==> src/rtl/toggle_hs_if.sv <==
// Bundle of the toggle-handshake receiver's data-path signals.
// slave  : the receiver (toggle_hs_rx) side.
// master : the transmitter + local consumer side driving the receiver.
//
// Handshake rules:
//   - Toggle side: the transmitter flips req_tgl once per word and holds data_in
//     stable until ack_tgl equals req_tgl again.
//   - Local side: a word transfers on every rising clk edge where dout_valid and
//     dout_ready are both 1. dout_valid never drops without such a transfer,
//     except at reset, and dout is frozen while dout_valid is 1.
interface toggle_hs_if #(
    parameter int WIDTH = 8,
    parameter int CNT_W = 16
);
    logic             req_tgl;
    logic [WIDTH-1:0] data_in;
    logic             ack_tgl;
    logic [WIDTH-1:0] dout;
    logic             dout_valid;
    logic             dout_ready;
    logic             err_overrun;
    logic             err_clr;
    logic [CNT_W-1:0] xfer_cnt;

    modport slave (
        input  req_tgl, data_in, dout_ready, err_clr,
        output ack_tgl, dout, dout_valid, err_overrun, xfer_cnt
    );

    modport master (
        output req_tgl, data_in, dout_ready, err_clr,
        input  ack_tgl, dout, dout_valid, err_overrun, xfer_cnt
    );
endinterface

==> src/rtl/toggle_hs_rx.sv <==
// Receiving end of a two-phase (toggle) handshake.
// Synchronizes req_tgl, captures data_in on a pending request, presents the word
// on a valid/ready port and returns a toggled ack once the word is accepted.
// All outputs come straight from flops. state_o exposes the FSM (0 = IDLE, 1 = HOLD).
module toggle_hs_rx #(
    parameter int WIDTH       = 8,
    parameter int SYNC_STAGES = 2,
    parameter int CNT_W       = 16
) (
    input  logic        clk,
    input  logic        rst,
    toggle_hs_if.slave  bus,
    output logic        state_o
);

    localparam logic [0:0] ST_IDLE = 1'b0;
    localparam logic [0:0] ST_HOLD = 1'b1;

    logic [SYNC_STAGES-1:0] sync_q;
    logic                   req_s;
    logic                   req_p_q;
    logic [0:0]             state_q, state_d;
    logic                   ack_q, ack_d;
    logic [WIDTH-1:0]       dout_q, dout_d;
    logic                   valid_q, valid_d;
    logic                   err_q, err_d;
    logic [CNT_W-1:0]       cnt_q, cnt_d;
    logic                   pending;
    logic                   overrun;

    assign req_s   = sync_q[SYNC_STAGES-1];
    // Level compare only: a request is outstanding whenever the synchronized
    // request differs from the ack we last returned.
    assign pending = (req_s != ack_q);
    // A second toggle while a word is still held means the transmitter did not
    // wait for our ack; the held word is kept and the event is only flagged.
    assign overrun = (state_q == ST_HOLD) && (req_s != req_p_q);

    // Synchronizer chain and one-cycle delayed copy of its output.
    always_ff @(posedge clk or posedge rst) begin
        if (rst) begin
            sync_q  <= '0;
            req_p_q <= 1'b0;
        end else begin
            if (SYNC_STAGES > 1) begin
                sync_q <= {sync_q[SYNC_STAGES-2:0], bus.req_tgl};
            end else begin
                sync_q <= bus.req_tgl;
            end
            req_p_q <= req_s;
        end
    end

    // Next-state logic: capture in IDLE, hold until accepted, sticky error.
    always_comb begin
        state_d = state_q;
        ack_d   = ack_q;
        dout_d  = dout_q;
        valid_d = valid_q;
        cnt_d   = cnt_q;
        err_d   = err_q;

        case (state_q)
            ST_IDLE: begin
                if (pending) begin
                    dout_d  = bus.data_in;
                    valid_d = 1'b1;
                    state_d = ST_HOLD;
                end
            end
            ST_HOLD: begin
                if (bus.dout_ready) begin
                    valid_d = 1'b0;
                    ack_d   = ~ack_q;
                    cnt_d   = cnt_q + 1'b1;
                    state_d = ST_IDLE;
                end
            end
            default: begin
                state_d = ST_IDLE;
                valid_d = 1'b0;
            end
        endcase

        // Set has priority over clear when both land on the same edge.
        if (bus.err_clr) begin
            err_d = 1'b0;
        end
        if (overrun) begin
            err_d = 1'b1;
        end
    end

    // Registered FSM, data and status.
    always_ff @(posedge clk or posedge rst) begin
        if (rst) begin
            state_q <= ST_IDLE;
            ack_q   <= 1'b0;
            dout_q  <= '0;
            valid_q <= 1'b0;
            cnt_q   <= '0;
            err_q   <= 1'b0;
        end else begin
            state_q <= state_d;
            ack_q   <= ack_d;
            dout_q  <= dout_d;
            valid_q <= valid_d;
            cnt_q   <= cnt_d;
            err_q   <= err_d;
        end
    end

    assign bus.ack_tgl     = ack_q;
    assign bus.dout        = dout_q;
    assign bus.dout_valid  = valid_q;
    assign bus.err_overrun = err_q;
    assign bus.xfer_cnt    = cnt_q;
    assign state_o         = state_q;

endmodule

==> src/flat_wrapper.sv <==
// flat-port wrapper written by rule: the top's interface ports become plain ports
module toggle_hs_rx_flat 
#(
    parameter int WIDTH       = 8,
    parameter int SYNC_STAGES = 2,
    parameter int CNT_W       = 16
)
  (clk, rst, state_o, bus_req_tgl, bus_data_in, bus_dout_ready, bus_err_clr, bus_ack_tgl, bus_dout, bus_dout_valid, bus_err_overrun, bus_xfer_cnt);
  toggle_hs_if #(.WIDTH(WIDTH), .CNT_W(CNT_W)) bus_i ();
  input  logic clk;
  input  logic rst;
  output logic state_o;
  input wire logic [$bits(bus_i.req_tgl)-1:0] bus_req_tgl;
  input wire logic [$bits(bus_i.data_in)-1:0] bus_data_in;
  input wire logic [$bits(bus_i.dout_ready)-1:0] bus_dout_ready;
  input wire logic [$bits(bus_i.err_clr)-1:0] bus_err_clr;
  output wire logic [$bits(bus_i.ack_tgl)-1:0] bus_ack_tgl;
  output wire logic [$bits(bus_i.dout)-1:0] bus_dout;
  output wire logic [$bits(bus_i.dout_valid)-1:0] bus_dout_valid;
  output wire logic [$bits(bus_i.err_overrun)-1:0] bus_err_overrun;
  output wire logic [$bits(bus_i.xfer_cnt)-1:0] bus_xfer_cnt;
  assign bus_i.req_tgl = bus_req_tgl;
  assign bus_i.data_in = bus_data_in;
  assign bus_i.dout_ready = bus_dout_ready;
  assign bus_i.err_clr = bus_err_clr;
  assign bus_ack_tgl = bus_i.ack_tgl;
  assign bus_dout = bus_i.dout;
  assign bus_dout_valid = bus_i.dout_valid;
  assign bus_err_overrun = bus_i.err_overrun;
  assign bus_xfer_cnt = bus_i.xfer_cnt;
  toggle_hs_rx #(.WIDTH(WIDTH), .SYNC_STAGES(SYNC_STAGES), .CNT_W(CNT_W)) u_core (.clk(clk), .rst(rst), .bus(bus_i), .state_o(state_o));
endmodule
==> config.mk <==
export PLATFORM = sky130hd
export DESIGN_NAME = toggle_hs_rx_flat
export DESIGN_NICKNAME = d
export VERILOG_FILES = /design/src/rtl/toggle_hs_if.sv /design/src/rtl/toggle_hs_rx.sv /design/src/flat_wrapper.sv
export SDC_FILE = /design/constraint.sdc
export NUM_CORES = 1
export LEC_CHECK = 0
export ABC_AREA = 1
export CELL_PAD_IN_SITES_DETAIL_PLACEMENT = 0
export CELL_PAD_IN_SITES_GLOBAL_PLACEMENT = 2
export CORE_MARGIN = 10
export CORE_UTILIZATION = 27
export DETAILED_ROUTE_END_ITERATION = 10
export HOLD_SLACK_MARGIN = 0.06
export PLACE_DENSITY = 0.87
export SYNTH_ARGS = -nofsm -noshare
export SYNTH_HDL_FRONTEND = slang
export SYNTH_SLANG_ARGS = --single-unit
export TNS_END_PERCENT = 10
==> constraint.sdc <==
create_clock -name clk -period 1.3 [get_ports clk]
set_input_delay 0.325 -clock clk [delete_from_list [all_inputs] [get_ports clk]]
set_output_delay 0.325 -clock clk [all_outputs]
set_load 0.02 [all_outputs]
After elaboration in Yosys (flattened, before gate mapping)
Cells that the tools add are included.
{"block": "word_totals", "register_bits": 31, "output_inout_bits": 28, "wordCells": 28, "inputBits": 13}
{"block": "op_classes", "n_reduce_logical": 5, "n_eq_ne": 4, "bitwise_logic": 2, "addsub": 1, "mux": 8}
{"operator": "16-bit by 1-bit adder with 16-bit output, second input constant", "count": 1}
{"operator": "1-bit two-way mux", "count": 6}
{"operator": "2-bit AND reduction", "count": 3}
{"operator": "1-bit one-hot mux with 2 select lines", "count": 2}
{"operator": "1-bit inequality test", "count": 2}
{"operator": "2-bit by 1-bit inequality test with 1-bit output, second input constant", "count": 1}
{"operator": "2-bit inequality test, second input constant", "count": 1}
{"operator": "1-bit NOT", "count": 2}
{"operator": "2-bit nonzero test", "count": 1}
{"operator": "1-bit logical AND", "count": 1}

Longest topological paths before layout
Gate-level depths: netlist of run 1.
{"block": "logic_depth", "depth_word": 3, "depth_mapped": 8, "ltp_nobuf": 8}

Least setup slack after synthesis of run 1
No wires, ideal clock.
{"block": "synth_timing", "path_kind": "register to register", "start": "register u_core.cnt_q[0] (netlist: u_core.bus.xfer_cnt[0])", "end": "register u_core.cnt_q[14] (netlist: u_core.bus.xfer_cnt[14])", "period_less_slack_ps": 1355, "arrival_time_ps": 1235, "setup_ps": 121, "setup_slack_ps": -55, "stages_incl_launch_ff": 7, "required_time_ps": 1179, "n_path_buf": 0, "path_cell_list": "dfrtp_1 -> ha_1 -> nand3_1 -> nor2_4 -> nand3_2 -> o21ai_1 -> nand2_1"}
{"block": "synth_between", "elab_chain_cells": 1}
{"item": "start: declaration", "line_no": "toggle_hs_rx.sv:27", "rtl": "logic [CNT_W-1:0] cnt_q, cnt_d;"}
{"item": "start signal: assignment", "line_no": "toggle_hs_rx.sv:108", "rtl": "cnt_q <= cnt_d;"}
{"item": "16-bit by 1-bit adder with 16-bit output", "line_no": "toggle_hs_rx.sv:75", "rtl": "cnt_d = cnt_q + 1'b1;"}
Every way passes these cells.
A chain may end at the register's enable or synchronous reset.

Worst setup path after layout of run 1
{"block": "layout_timing", "start": "register u_core.dout_q[3] (netlist: u_core.bus.dout[3])", "end": "output port bus_dout[3]"}
{"item": "start: declaration", "line_no": "toggle_hs_rx.sv:24", "rtl": "logic [WIDTH-1:0] dout_q, dout_d;"}
{"item": "start signal: assignment", "line_no": "toggle_hs_rx.sv:106", "rtl": "dout_q <= dout_d;"}
{"item": "end: declaration", "line_no": "flat_wrapper.sv:18", "rtl": "output wire logic [$bits(bus_i.dout)-1:0] bus_dout;"}
No word-level cell between the ends.

==> results of run 1 <==
[sequential cells by signal (all words and copies together) (netlist names)]
name                    cells
u_core.bus.xfer_cnt        16
u_core.bus.dout             8
u_core.sync_q               2
u_core.bus.ack_tgl          1
u_core.bus.dout_valid       1
u_core.bus.err_overrun      1
u_core.req_p_q              1
u_core.state_o              1
[cell type report]
cell class / instances / area (um^2) / share of cell area (%)
clock buffer: 6 / 82.6 / 3.92
timing repair buffer: 65 / 508 / 24.1
tap: 67 / 83.8 / 3.98
inverter: 26 / 97.6 / 4.63
clock inverter: 2 / 35.0 / 1.66
sequential: 31 / 778 / 36.9
multi-input combinational: 89 / 522 / 24.8
[how the worst min path moves through the flow]
stage	to	slack [ns]	start
floorplan	u_core.sync_q[1]	0.33	u_core.sync_q[0]
global placement	u_core.sync_q[1]	0.33	u_core.sync_q[0]
detailed placement	u_core.sync_q[1]	0.35	u_core.sync_q[0]
CTS	u_core.sync_q[1]	0.36	u_core.sync_q[0]
global route	u_core.sync_q[1]	0.37	u_core.sync_q[0]
finish	u_core.sync_q[1]	0.36	u_core.sync_q[0]
[report_power, final]
group	leakage (nW)	internal, mW	switching, mW
registers	0.389	1.24	0.137
logic	0.641	0.647	0.885
clock network	0.0612	0.620	0.357
[synthesized netlist by cell type, drive strengths merged]
cell type | count | share of area [%]
nand2 | 33 | 9.8
or2 | 1 | 0.46
xor2 | 7 | 4.5
ha | 1 | 0.92
xnor2 | 6 | 3.9
inv | 26 | 7.2
nand4 | 2 | 0.92
o21ai | 13 | 4.8
nand3 | 9 | 4.0
dfrtp | 31 | 57
a21oi | 2 | 0.73
nor2 | 15 | 5.6
clkbuf | 1 | 0.37
[through the flow]
| stage | setup WS [ns] | TNS [ns] | hold WS, ns | util [%] | cells |
|---|---|---|---|---|---|
| 2_1_floorplan | 0.0218 | 0 | 0.331 | - | 147 |
| 3_3_place_gp | -0.232 | -2.53 | 0.332 | 42.3 | 277 |
| 3_5_place_dp | -0.270 | -2.80 | 0.348 | 42.3 | 277 |
| 4_1_cts | -0.00997 | -0.00997 | 0.365 | 45.0 | 285 |
| 5_1_grt | -0.0560 | -0.144 | 0.367 | 43.7 | 286 |
| 6_report | 0.0296 | 0 | 0.359 | 43.7 | 286 |
[cell families (layout without fill, tap and decap cells)]
| group | Yosys count | count (layout) | share of synthesized area (%) |
|---|---|---|---|
| adder cells (fa/ha/maj) | 1 | 1 | 0.917 |
| AO/OA/AOI/OAI | 15 | 15 | 5.50 |
| flip-flops | 31 | 31 | 56.9 |
| buffers and inverters | 27 | 99 | 7.52 |
| XOR/XNOR | 13 | 13 | 8.35 |
| AND/OR/NAND/NOR | 60 | 60 | 20.8 |
[repair_timing]
action	4_1_cts	5_1_grt
hold endpoints to repair	0	0
cloned	0	0
gates resized for setup	64	28
setup buffers	0	1
pin swaps	0	4
setup endpoints to repair	28	28
[worst reg2reg max path, delay by kind of cell, from the launching register on]
kind          cells  cell delay [ns]
buf+inv           1             0.05
flops             1             0.38
xor+xnor          1             0.14
fa+ha+maj         1             0.19
simple gates      3             0.40
[routing by layer]
metal  global-route usage (%)  vias up  routed length, um
met5                        0        -                  0
met4                     5.09        0                 73
met3                     1.81        5                 86
met2                     14.4       16               1740
met1                     9.31      507               1460
li1                         -      589                  -
==> metrics, run 1 <==
run status finished clean; register bit total from synthesis 31; PortBufs 40; Achievable Freq 787 MHz; CP top delay family flip-flops; fin nets 232; crit-path max cell delay 0.38 ns; Root Buffer clkbuf_8; commonest non-fill, non-tap cell in the layout nand2_1; CP Cell Sequence clkdlybuf4s15_1; WHS Path Cells 0; Final ANT Viol Nets 0; initial drt markers 60; CTS tree done; vias 1,117; Critical Path Stages 1; GRT Util Overall 8.41%; final std cell area, no fill 0.00211 mm^2; placed wire-length estimate 2670 um; Std-Cell Rows 25; unrepaired setup endpoints after global routing yes; final setup vio count 0; initial antenna violation count 0; total power draw 3.88 mW; crit path max fanout 2; commonest cells after routing, fill and taps aside 31 x nand2_1, 29 x dfrtp_1, 26 x inv_1; Fin Clk Skew 0.00392 ns; Initial DRT Pass Iterations 4; die width 91.1 um; Leak 1.09 nW; Final Hold Violating Endpoints 0; drt wl/cell 11.7 um; worst slew pin tran 0.219 ns; die area 0.00829 mm^2; Syn Inst Count 147; number of clock sinks 31; synth warn 0; vias in the first global route 1,181; clock slew at reported path FFs 0.07 ns; Initial Util 28.3%; Synth Net Count 161; Clock Path Buffers 2; total grt overflow 0; Fill cells 502; CP Launch Type flip-flop; first-pass GRT wire length 5630 um; VDD IR max 602 uV; PwrDens 1840 mW/mm^2; Placer Congestion 0.769; die height 91.1 um; Clock Latency Late Sink 0.28 ns; Synth-to-Final Area Change 54.5%; Tmin final 1.27 ns; Critical Path RT 0.98 ns; placed cell area 0.00204 mm^2; Slew Viols, Final 0; critical path endpoint category primary output; crit path max-delay cell type dfrtp_1; WP buf/inv 1; launch point of the worst path u_core.bus.dout[3]; WL final 3360 um; vias per cell 3.91; Top Ports 41; antenna cells 0; arrival time at the worst endpoint 0.95 ns; syn_area_per_cell 9.28 um^2; reg-to-reg setup timing slack 0.05 ns; depth of the most critical reg-to-reg path 6; share of cells above drive strength 1 33.8%; sequential share of the synthesized area 56.9%; last element of the critical path bus_dout[3]; Post-CTS Hold Fix Bufs 0; max cap viols 0; crit share post-route 97.7%; pin count of the biggest net entering global routing 32; Synth Cell Area 0.00136 mm^2; crit path kind flip-flop to primary output; core area 0.00482 mm^2; CTS H-Tree Depth 2; post-synth cell types 19; drc violations 0; Worst R2R End u_core.bus.xfer_cnt[10]; Tightest Hold Check Type flip-flop to flip-flop; Num CTS Buffers 5; Rel. slew slack 85.4%; r2r startpoint u_core.bus.xfer_cnt[1]
(Power assumes the default switching activity.)
==> run 2: changes to the inputs <==
--- a/config.mk
+++ b/config.mk
@@ -9,10 +9,10 @@
 export CELL_PAD_IN_SITES_DETAIL_PLACEMENT = 0
 export CELL_PAD_IN_SITES_GLOBAL_PLACEMENT = 2
 export CORE_MARGIN = 10
-export CORE_UTILIZATION = 27
+export CORE_UTILIZATION = 24
 export DETAILED_ROUTE_END_ITERATION = 10
 export HOLD_SLACK_MARGIN = 0.06
-export PLACE_DENSITY = 0.87
+export PLACE_DENSITY = 0.82
 export SYNTH_ARGS = -nofsm -noshare
 export SYNTH_HDL_FRONTEND = slang
 export SYNTH_SLANG_ARGS = --single-unit
==> constraint.sdc (replaced) <==
create_clock -name clk -period 1.15 [get_ports clk]
set_input_delay 0.2875 -clock clk [delete_from_list [all_inputs] [get_ports clk]]
set_output_delay 0.2875 -clock clk [all_outputs]
set_load 0.02 [all_outputs]
==> run 2 against run 1 <==
  * Non-clock buffer count grew 2
  * Highest routed layer unchanged
  * The flow now finishes with violations (negative setup slack)
  * Worst hold slack lost 0.055 ns
  * Count of clock-buffer cells in the layout grew 2
  * Global-route usage shrank 0.20 points
  * Power grew 14%
  * Clock skew grew 0.0019 ns
  * Largest cell class unchanged
  * Utilization shrank 5.3 points
==> metrics, run 2 (synthesis gave the netlist of run 1 again) <==
vias in the first global route 1,273 (was 1,181); Slew Viols, Final 0 (unchanged); fin nets 234 (was 232); Leak 1.13 nW (was 1.09 nW); Root Buffer clkbuf_8 (unchanged); crit path kind flip-flop to flip-flop (was flip-flop to primary output); pin count of the biggest net entering global routing 32 (unchanged); DR WL met3 216 um (was 86 um); violated checks negative setup slack; WL final 3360 um (about the same); Initial DRT Pass Iterations 2 (was 4); CTS tree done (unchanged); WHS 0.304 ns (was 0.359 ns); die width 95.4 um (was 91.1 um); worst slew pin tran 0.206 ns (was 0.219 ns); drc violations 0 (unchanged); placed cell count 284 (was 277); Rel. slew slack 86.2% (was 85.4%); clock slew at reported path FFs 0.06 ns (was 0.07 ns); VDD IR max 827 uV (was 602 uV); Largest register FFs 16 (unchanged); setup ws final -0.127 ns (was 0.0296 ns); Initial Util 24.8% (was 28.3%); Placer Congestion 0.830 (was 0.769); max cap viols 0 (unchanged); vias per cell 3.91 (about the same); commonest cells after routing, fill and taps aside 31 x nand2_1, 29 x dfrtp_1, 26 x inv_1 (unchanged); Final ANT Viol Nets 0 (unchanged); unrepaired setup endpoints after global routing yes (unchanged); commonest non-fill, non-tap cell in the layout nand2_1 (unchanged); Achievable Freq 783 MHz; top sig layer met4 (unchanged); fin util 38.5% (was 43.7%); CP Launch Type flip-flop (unchanged); Critical Path RT 1.32 ns (was 0.98 ns); PwrDens 2080 mW/mm^2 (was 1840 mW/mm^2); Num CTS Buffers 5 (unchanged); crit path max fanout 5 (was 2); Top Ports 41 (unchanged); die height 95.4 um (was 91.1 um); first-pass GRT wire length 5840 um (was 5630 um); Clock Path Buffers 2 (unchanged); run status finished, violations left (was finished clean); fin cells 293 (was 286); initial drt markers 31 (was 60); CTS H-Tree Depth 2 (unchanged); total power draw 4.41 mW (was 3.88 mW); Std-Cell Rows 27 (was 25); Tmin final 1.28 ns; final setup vio count 20 (was 0); met1 WL 1460 um (about the same); share of cells above drive strength 1 35.3% (was 33.8%); GRT Util Overall 8.21% (was 8.41%); number of clock sinks 31 (unchanged); total grt overflow 0 (unchanged); Tightest Hold Check Type input port to flip-flop (was flip-flop to flip-flop); Final Hold Violating Endpoints 0 (unchanged); arrival time at the worst endpoint 1.45 ns (was 0.95 ns); met2 WL 1600 um (was 1740 um); placed cell area 0.00210 mm^2 (was 0.00204 mm^2); Fin Clk Skew 0.00578 ns (was 0.00392 ns); placed wire-length estimate 2580 um (was 2670 um); Clock Latency Late Sink 0.28 ns (about the same); Place WS -0.358 ns (was -0.270 ns); PortBufs 40 (unchanged); core area 0.00551 mm^2 (was 0.00482 mm^2); Synth-to-Final Area Change 55.3% (was 54.5%); die area 0.00910 mm^2 (was 0.00829 mm^2); initial antenna violation count 0 (unchanged); drt wl/cell 11.5 um (was 11.7 um); antenna cells 0 (unchanged); vias 1,147 (was 1,117); crit share post-route 111%; Sum Neg Setup Slack -0.925 ns (was 0 ns); final std cell area, no fill 0.00212 mm^2 (was 0.00211 mm^2); critical path endpoint category flip-flop (was primary output)
run 2: changes by cell type in the layout (fill, tap and decap cells not counted), moves of 4 or more:
cell,delta
o21ai_1,+9
o21ai_0,-9
buf_6,+4
clkbuf_2,-16
clkdlybuf4s15_2,-6
buf_2,+19
run 2: path summary, 6_finish.rpt:
check	slack (ns)	startpoint	cells past startpoint	end
worst max-delay path	-0.13	u_core.bus.xfer_cnt[1]	7	u_core.bus.xfer_cnt[14]
worst min-delay path	0.30	bus_dout_ready	2	u_core.state_o
worst max register to register	-0.13	u_core.bus.xfer_cnt[1]	7	u_core.bus.xfer_cnt[14]
worst min register to register	0.35	u_core.sync_q[0]	0	u_core.sync_q[1]
max in group asynchronous	0.63	rst	3	u_core.bus.xfer_cnt[0]
min in group asynchronous	0.34	rst	3	u_core.bus.xfer_cnt[8]
run 2: layout make-up:
class,count,area (um^2)
flip-flops and latches,31,778
well taps,72,90.1
repair buffers,67,531
fillers,568,3390
multi-input cells,89,522
inverters,26,97.6
clock buffers,8,100
run 2: routing by layer:
| metal | vias up | global-route usage [%] |
|---|---|---|
| met1 | 519 | 8.88 |
| met2 | 25 | 13.8 |
| met3 | 6 | 2.99 |
| met5 | - | 0 |
| met4 | 0 | 4.42 |
| li1 | 597 | - |
run 2: where the power goes:
part | internal (mW) | leakage [nW] | switching [mW]
Combinational | 0.859 | 0.687 | 1.03
Clock | 0.546 | 0.0515 | 0.395
Sequential | 1.40 | 0.389 | 0.180
run 2: critical path: stages, from the launching register on:
cell and delay [ns]:
dfrtp_2 0.40, buf_12 0.11, ha_4 0.13, nand3_4 0.07
nor2_4 0.17, nand3_2 0.12, o21ai_2 0.12, nand2_1 0.06
run 2: repair_timing:
action	in CTS	in global routing
pin swaps	6	5
endpoints found under the setup margin	48	31
setup buffers	1	0
hold buffers	0	0
gates resized for setup	119	15
